**src/rtl/addr_mult_issue_if.sv**
```systemverilog
// Issue/writeback bundle between the A-register issue stage and its surroundings.
// Signal names carry the direction as seen from the issue stage (slave side).
interface addr_mult_issue_if #(
    parameter int WIDTH = 24,
    parameter int NREGS = 8,
    parameter int AW    = 3
);
    logic             i_issue_valid;
    logic             o_issue_ready;
    logic [AW-1:0]    i_src_j;
    logic [AW-1:0]    i_src_k;
    logic [AW-1:0]    i_dst;
    logic [WIDTH-1:0] i_aj;
    logic [WIDTH-1:0] i_ak;
    logic [WIDTH-1:0] o_aj;
    logic [WIDTH-1:0] o_ak;
    logic [WIDTH-1:0] i_mult_result;
    logic             o_wb_en;
    logic [AW-1:0]    o_wb_addr;
    logic [WIDTH-1:0] o_wb_data;
    logic [NREGS-1:0] o_resv;

    modport slave (
        input  i_issue_valid, i_src_j, i_src_k, i_dst, i_aj, i_ak, i_mult_result,
        output o_issue_ready, o_aj, o_ak, o_wb_en, o_wb_addr, o_wb_data, o_resv
    );

    modport master (
        output i_issue_valid, i_src_j, i_src_k, i_dst, i_aj, i_ak, i_mult_result,
        input  o_issue_ready, o_aj, o_ak, o_wb_en, o_wb_addr, o_wb_data, o_resv
    );
endinterface

```
**src/rtl/addr_mult_issue.sv**
```systemverilog
// Issue/writeback control around a fully pipelined address multiplier:
// reservation check, operand bypass, latency-matched tag pipe and reservation release.
module addr_mult_issue #(
    parameter int WIDTH        = 24,
    parameter int NREGS        = 8,
    parameter int AW           = 3,
    parameter int MULT_LATENCY = 6
) (
    input  logic            clk,
    input  logic            rst,
    addr_mult_issue_if.slave bus
);
    // The operand register is the first tag stage; the multiplier adds MULT_LATENCY more.
    localparam int NSTG = MULT_LATENCY + 1;

    logic [NREGS-1:0] r_resv;
    logic [NREGS-1:0] w_resv_nxt;
    logic [NSTG-1:0]  r_tag_vld;
    logic [AW-1:0]    r_tag_dst [NSTG];
    logic [WIDTH-1:0] r_aj;
    logic [WIDTH-1:0] r_ak;

    logic          w_wb_en;
    logic [AW-1:0] w_wb_addr;
    logic          w_byp_j;
    logic          w_byp_k;
    logic          w_hz_j;
    logic          w_hz_k;
    logic          w_hz_d;
    logic          w_ready;
    logic          w_accept;

    assign w_wb_en   = r_tag_vld[NSTG-1];
    assign w_wb_addr = r_tag_dst[NSTG-1];

    // A source being written back this cycle is taken from the multiplier output.
    assign w_byp_j = w_wb_en && (w_wb_addr == bus.i_src_j);
    assign w_byp_k = w_wb_en && (w_wb_addr == bus.i_src_k);

    assign w_hz_j   = r_resv[bus.i_src_j] && !w_byp_j;
    assign w_hz_k   = r_resv[bus.i_src_k] && !w_byp_k;
    assign w_hz_d   = r_resv[bus.i_dst];
    assign w_ready  = !w_hz_j && !w_hz_k && !w_hz_d;
    assign w_accept = bus.i_issue_valid && w_ready;

    always_ff @(posedge clk or posedge rst) begin
        if (rst) begin
            r_aj <= '0;
            r_ak <= '0;
        end else if (w_accept) begin
            r_aj <= w_byp_j ? bus.i_mult_result : bus.i_aj;
            r_ak <= w_byp_k ? bus.i_mult_result : bus.i_ak;
        end
    end

    always_ff @(posedge clk or posedge rst) begin
        if (rst) begin
            r_tag_vld <= '0;
            for (int i = 0; i < NSTG; i++) begin
                r_tag_dst[i] <= '0;
            end
        end else begin
            r_tag_vld    <= {r_tag_vld[NSTG-2:0], w_accept};
            r_tag_dst[0] <= bus.i_dst;
            for (int i = 1; i < NSTG; i++) begin
                r_tag_dst[i] <= r_tag_dst[i-1];
            end
        end
    end

    // Release before set so a same-index set in the same edge wins.
    always_comb begin
        w_resv_nxt = r_resv;
        if (w_wb_en) begin
            w_resv_nxt[w_wb_addr] = 1'b0;
        end
        if (w_accept) begin
            w_resv_nxt[bus.i_dst] = 1'b1;
        end
    end

    always_ff @(posedge clk or posedge rst) begin
        if (rst) begin
            r_resv <= '0;
        end else begin
            r_resv <= w_resv_nxt;
        end
    end

    assign bus.o_issue_ready = w_ready;
    assign bus.o_aj          = r_aj;
    assign bus.o_ak          = r_ak;
    assign bus.o_wb_en       = w_wb_en;
    assign bus.o_wb_addr     = w_wb_addr;
    assign bus.o_wb_data     = bus.i_mult_result;
    assign bus.o_resv        = r_resv;
endmodule

```
**src/flat_wrapper.sv**
```systemverilog
// flat-port wrapper written by rule: the top's interface ports become plain ports
module addr_mult_issue_flat 
#(
    parameter int WIDTH        = 24,
    parameter int NREGS        = 8,
    parameter int AW           = 3,
    parameter int MULT_LATENCY = 6
)
  (clk, rst, bus_i_issue_valid, bus_i_src_j, bus_i_src_k, bus_i_dst, bus_i_aj, bus_i_ak, bus_i_mult_result, bus_o_issue_ready, bus_o_aj, bus_o_ak, bus_o_wb_en, bus_o_wb_addr, bus_o_wb_data, bus_o_resv);
  addr_mult_issue_if #(.WIDTH(WIDTH), .NREGS(NREGS), .AW(AW)) bus_i ();
  input  logic clk;
  input  logic rst;
  input wire logic [$bits(bus_i.i_issue_valid)-1:0] bus_i_issue_valid;
  input wire logic [$bits(bus_i.i_src_j)-1:0] bus_i_src_j;
  input wire logic [$bits(bus_i.i_src_k)-1:0] bus_i_src_k;
  input wire logic [$bits(bus_i.i_dst)-1:0] bus_i_dst;
  input wire logic [$bits(bus_i.i_aj)-1:0] bus_i_aj;
  input wire logic [$bits(bus_i.i_ak)-1:0] bus_i_ak;
  input wire logic [$bits(bus_i.i_mult_result)-1:0] bus_i_mult_result;
  output wire logic [$bits(bus_i.o_issue_ready)-1:0] bus_o_issue_ready;
  output wire logic [$bits(bus_i.o_aj)-1:0] bus_o_aj;
  output wire logic [$bits(bus_i.o_ak)-1:0] bus_o_ak;
  output wire logic [$bits(bus_i.o_wb_en)-1:0] bus_o_wb_en;
  output wire logic [$bits(bus_i.o_wb_addr)-1:0] bus_o_wb_addr;
  output wire logic [$bits(bus_i.o_wb_data)-1:0] bus_o_wb_data;
  output wire logic [$bits(bus_i.o_resv)-1:0] bus_o_resv;
  assign bus_i.i_issue_valid = bus_i_issue_valid;
  assign bus_i.i_src_j = bus_i_src_j;
  assign bus_i.i_src_k = bus_i_src_k;
  assign bus_i.i_dst = bus_i_dst;
  assign bus_i.i_aj = bus_i_aj;
  assign bus_i.i_ak = bus_i_ak;
  assign bus_i.i_mult_result = bus_i_mult_result;
  assign bus_o_issue_ready = bus_i.o_issue_ready;
  assign bus_o_aj = bus_i.o_aj;
  assign bus_o_ak = bus_i.o_ak;
  assign bus_o_wb_en = bus_i.o_wb_en;
  assign bus_o_wb_addr = bus_i.o_wb_addr;
  assign bus_o_wb_data = bus_i.o_wb_data;
  assign bus_o_resv = bus_i.o_resv;
  addr_mult_issue #(.WIDTH(WIDTH), .NREGS(NREGS), .AW(AW), .MULT_LATENCY(MULT_LATENCY)) u_core (.clk(clk), .rst(rst), .bus(bus_i));
endmodule
```
**config.mk**
```make
export PLATFORM = sky130hd
export DESIGN_NAME = addr_mult_issue_flat
export DESIGN_NICKNAME = d
export VERILOG_FILES = /design/src/rtl/addr_mult_issue_if.sv /design/src/rtl/addr_mult_issue.sv /design/src/flat_wrapper.sv
export SDC_FILE = /design/constraint.sdc
export NUM_CORES = 1
export LEC_CHECK = 0
export BUFFER_PORTS_ARGS = -buffer_cell sky130_fd_sc_hd__buf_2
export CAP_MARGIN = 20
export CORE_MARGIN = 4
export CORE_UTILIZATION = 44
export CTS_CLUSTER_SIZE = 30
export DETAILED_ROUTE_END_ITERATION = 6
export PLACE_DENSITY = 0.73
export SETUP_SLACK_MARGIN = 0.1
export SLEW_MARGIN = 20
export SYNTH_ARGS = -nofsm -noshare
export SYNTH_HDL_FRONTEND = slang
export SYNTH_SLANG_ARGS = --single-unit
```
**constraint.sdc**
```tcl
create_clock -name clk -period 2.35 [get_ports clk]
set_input_delay 0.1175 -clock clk [delete_from_list [all_inputs] [get_ports clk]]
set_output_delay 0.1175 -clock clk [all_outputs]
set_load 0.02 [all_outputs]
```
* Word-level counts from Yosys, hierarchy flattened *
Index checks and enable logic that the tools add are counted.

cells by class
  bitwise logic cells = 3
  reductions and logical operators = 14
  equality and inequality tests = 2
  order comparisons = 6
  muxes and demuxes = 14

operators with widths
  operator              count
  $mux W24              2
  $lt A3 B4 Y1 const B  4
  $mux W8               2
  $bmux W1 S3           3
  $logic_and A1 B1 Y1   9
  $and A8 B8 Y8         1
  $not A8 Y8            1
  $or A8 B8 Y8          1
  $demux W1 S3          2
  $eq A3 B3 Y1          2
  $ge A3 B1 Y1 const B  2
  $logic_not A1 Y1      5
  $mux W1               5

storage, ports and cells
  register bits = 84
  word-level logic and storage cells = 50
  input bits = 84
  output and inout port bits = 85

* Depth between registers and ports, before layout *
  word-level depth = 9
  mapped depth = 8
  gate-level depth less buffers = 5

* Least setup slack after synthesis *
No wires, ideal clock.

  path type = reg-to-reg
  from = reg u_core.r_resv[7] (netlist: u_core.bus.o_resv[7])
  to = reg u_core.r_aj[16] (netlist: u_core.bus.o_aj[16])
  buffers on the path = 2
  arrival time = 1886 ps
  stages on the path, launching flop included = 7
  path slack = 339 ps
  period minus slack after synthesis = 2011 ps
  library setup time = 125 ps
  data required time = 2225 ps
  cell sequence = dfrtp_1 -> mux4_2 -> o2111ai_1 -> nand4_1 -> buf_4 -> buf_6 -> mux2_4

between the ends
  cells in the longest elaborated chain, start to end = 7
  elaborated cells between the ends (all ways) = 14
  classes of those cells = mux (6); reduce/logical (8)

RTL lines
  what                                           line                                          text
  from (decl)                                    addr_mult_issue.sv:16                         logic [NREGS-1:0] r_resv;
  from (signal assigned)                         addr_mult_issue.sv:86                         r_resv <= w_resv_nxt;
  $bmux W1 S3, on equally long branches          addr_mult_issue.sv:40, addr_mult_issue.sv:41
  $mux W1, on equally long branches              addr_mult_issue.sv:40, addr_mult_issue.sv:41
  $logic_and A1 B1 Y1, on equally long branches  addr_mult_issue.sv:40, addr_mult_issue.sv:41
  $logic_not A1 Y1                               addr_mult_issue.sv:43                         assign w_ready = !w_hz_j && !w_hz_k && !w_hz_d;
  $logic_and A1 B1 Y1                            addr_mult_issue.sv:43
  $logic_and A1 B1 Y1 *                          addr_mult_issue.sv:43
  $logic_and A1 B1 Y1 *                          addr_mult_issue.sv:44                         assign w_accept = bus.i_issue_valid && w_ready;
  to (signal assigned)                           addr_mult_issue.sv:51                         r_aj <= w_byp_j ? bus.i_mult_result : bus.i_aj;
  to (decl)                                      addr_mult_issue.sv:20                         logic [WIDTH-1:0] r_aj;

Mark *: on every way between the ends. The rest lies on a longest branch, timed or not. The select of a mux whose other input is x is not followed.
A chain may end at the register's enable or synchronous reset.

* Worst setup path in the final report *
  from = in bus_i_dst[1]
  to = reg u_core.r_aj[14] (netlist: u_core.bus.o_aj[14])

between the ends
  cells in the longest elaborated chain, start to end = 5

RTL lines
  what                           line                   text
  from (decl)                    flat_wrapper.sv:16     input wire logic [$bits(bus_i.i_dst)-1:0] bus_i_dst;
  $bmux W1 S3                    addr_mult_issue.sv:42  assign w_hz_d = r_resv[bus.i_dst];
  $mux W1 (not written as such)  addr_mult_issue.sv:42
  $logic_not A1 Y1               addr_mult_issue.sv:43
  $logic_and A1 B1 Y1            addr_mult_issue.sv:43
  $logic_and A1 B1 Y1            addr_mult_issue.sv:44

No other way between the ends. The select of a mux whose other input is x is not followed.

==> impl_metrics.yaml <==
clock_network:
  clk_pin_slew_ns: 0.09
  cts_tree: "yes"
  numCtsBuffers: 9
  clockBufferDepth: 2
  htreeDepth: 3
  cts.sinks: 84
  worstSkewPairLatency_ns: 0.33
  cts-root-buf: "clkbuf_8"
logic_synthesis:
  synthCells: 287
  ys_top_cells_by_area: "dfrtp_1 51%, mux2_2 18%, mux2_4 12%"
  yosysTopAreaCellShare: 0.514
  synth_fp_nets: 371
  yosysUniqueCellTypes: 28
  synth_most_common_cell: "dfrtp_1"
  seq_area_frac_synth: 0.514
  ys.flop_type: "dfrtp_1"
  yosysTopAreaCell: "dfrtp_1"
  ys_ff_latch: 84
  yosysWarnings: 0
  syn_area_per_cell_um2: 14.2
  synth_common_cells: "84 x dfrtp_1, 64 x mux2_2, 32 x mux2_4"
  synth-edff-count: 0
  syn_area_um2: 4090
  async_reset_ff_frac: 1.00
finish:
  antenna_cells: 0
  area_growth_pct: 24.3
  nNetsFinal: 519
  fin_util: 0.572
  drive_gt1_frac: 0.666
timing:
  worst_pin_slew_ns: 0.491
  skew_ns: 0.0125
  rsz0062_at_grt: "false"
  setup-tns-final_ns: 0
  min_period_ns: 2.19
  final.period_utilization: 0.933
  drv_slew: 0
  setup_violations: 0
  worst_slack_ns: 0.158
  slew_headroom: 0.672
  finalHoldViolCount: 0
  whs_ns: 0.0609
  max_clock_freq_ghz: 0.456
setup_path:
  rrSetupSlack_ns: 0.26
  crit_path_max_fanout: 56
  r2r_end: "u_core.bus.o_aj[14]$_DFFE_PP0P_"
  timing.rr.start: "u_core.bus.o_resv[4]$_DFF_PP0_"
  crit_type: "primary input to register"
  cp.required_ns: 2.57
  end_kind: "register"
  reg2regPathDepth: 5
  cp-start-kind: "primary input"
  cp.arrival_ns: 2.41
detailed_routing:
  num_vias: 2711
  drt_iter0_drc: 96
  wl_per_cell_um: 16.8
  routed_wl_mm: 9.19
  via_per_inst: 4.95
  first_pass_iters: 4
  ant_nets: 0
  drc: 0
placement:
  io_buffers: 168
  place_ws_ns: 0.289
  gp_congestion: 0.886
  dp_hpwl_mm: 6.83
die:
  coreArea_um2: 8890
  rows: 34
  io_pins: 169
  start_util: 0.460
  die-area_um2: 10900
  die_h_um: 104
  fp.dieW_um: 104
global_route:
  grt_pass1_vias: 2797
  antenna_found_initial: 0
  grt_pass1_wl_mm: 14.8
  grt_max_degree: 57
  grt_usage: 0.169
  grt_overflow_total: 0
run_status:
  outcome: "finished, final reports clean"
power_and_ir_drop:
  total_leakage_power_uw: 0.00270
  powerDensity_nw_per_um2: 676
  peakVddDrop_mv: 0.386
  p_total_uw: 3440
min_path:
  hold_depth: 2
  min-delay-path-class: "primary input to register"
  hold_path_end: "u_core.bus.o_resv[1]$_DFF_PP0_"
  hp-start: "bus_i_issue_valid"
job:
  cap_viol_max_count: 0
==> final cells by class <==
| cell class | instances | area [um^2] |
|---|---|---|
| timing repair buffer | 179 | 946 |
| clock buffer | 10 | 128 |
| fill | 756 | 3810 |
| clock inverter | 6 | 88.8 |
| sequential | 84 | 2100 |
| tap | 108 | 135 |
| multi-input combinational | 155 | 1660 |
| inverter | 6 | 26.3 |
==> routing by layer <==
metal,global-route usage,up-vias,part of all wire
li1,-,1283,-
met1,0.225,1327,0.43
met2,0.277,95,0.50
met3,0.0329,6,0.056
met4,0.0551,0,0.010
met5,0,-,0
==> report_power, final <==
group	switching (uW)	internal, uW
clock network	503	599
logic	365	320
registers	75.6	1570
total	944	2490
==> logic make-up after synthesis <==
family	after synthesis	share of synthesized area
XOR/XNOR	6	0.0129
flip-flops	84	0.514
AO/OA/AOI/OAI	22	0.0441
multiplexers	104	0.319
buffers and inverters	48	0.0805
AND/OR/NAND/NOR	23	0.0291
==> worst max-delay path by stage <==
stage                                            to                               from  slack, ns
global placement    u_core.bus.o_ak[20]$_DFFE_PP0P_     u_core.bus.o_resv[4]$_DFF_PP0_       0.35
floorplan           u_core.bus.o_aj[16]$_DFFE_PP0P_     u_core.bus.o_resv[7]$_DFF_PP0_       0.34
finish              u_core.bus.o_aj[14]$_DFFE_PP0P_                       bus_i_dst[1]       0.16
detailed placement  u_core.bus.o_aj[11]$_DFFE_PP0P_  u_core.bus.o_wb_addr[2]$_DFF_PP0_       0.29
CTS                 u_core.bus.o_aj[22]$_DFFE_PP0P_                       bus_i_dst[1]       0.21
global route         u_core.bus.o_aj[8]$_DFFE_PP0P_                       bus_i_dst[0]       0.14
==> what timing repair did <==
item	4_1_cts	5_1_grt
hold buffers	4	0
gates resized for setup	0	0
hold endpoints to repair	24	0
setup buffers	0	0
setup endpoints to repair	0	0
==> critical path, cell delays in order <==
cell and delay (ns):
dlygate4sd3_1 0.53, buf_2 0.18, nor2b_1 0.16, a221o_1 0.36
a211oi_2 0.22, nand4_1 0.18, buf_12 0.23, mux2_4 0.35
==> sequential cells by signal, summed over array words and instances, names as in the netlist <==
signal / count
u_core.r_tag_dst: 18
u_core.bus.o_resv: 8
u_core.bus.o_ak: 24
u_core.r_tag_vld: 7
u_core.bus.o_wb_addr: 3
u_core.bus.o_aj: 24
==> placed cells by master (no fill, tap or decap), types with 4 or more instances in the layout <==
master	n
mux2_2	64
dfrtp_1	84
o21ai_0	9
mux2_4	32
nand2_1	7
inv_1	5
mux2i_1	6
clkbuf_8	9
dlygate4sd3_1	4
buf_4	6
buf_2	168
xnor2_1	6
==> stage by stage <==
stage                     std cells  cell area (um^2)
after global routing            548              5080
after floorplan                 287              4090
after CTS                       548              5080
after global placement          528              4830
after detailed placement        528              4830
final                           548              5080
Note: power is estimated with default switching activity, not from simulation.
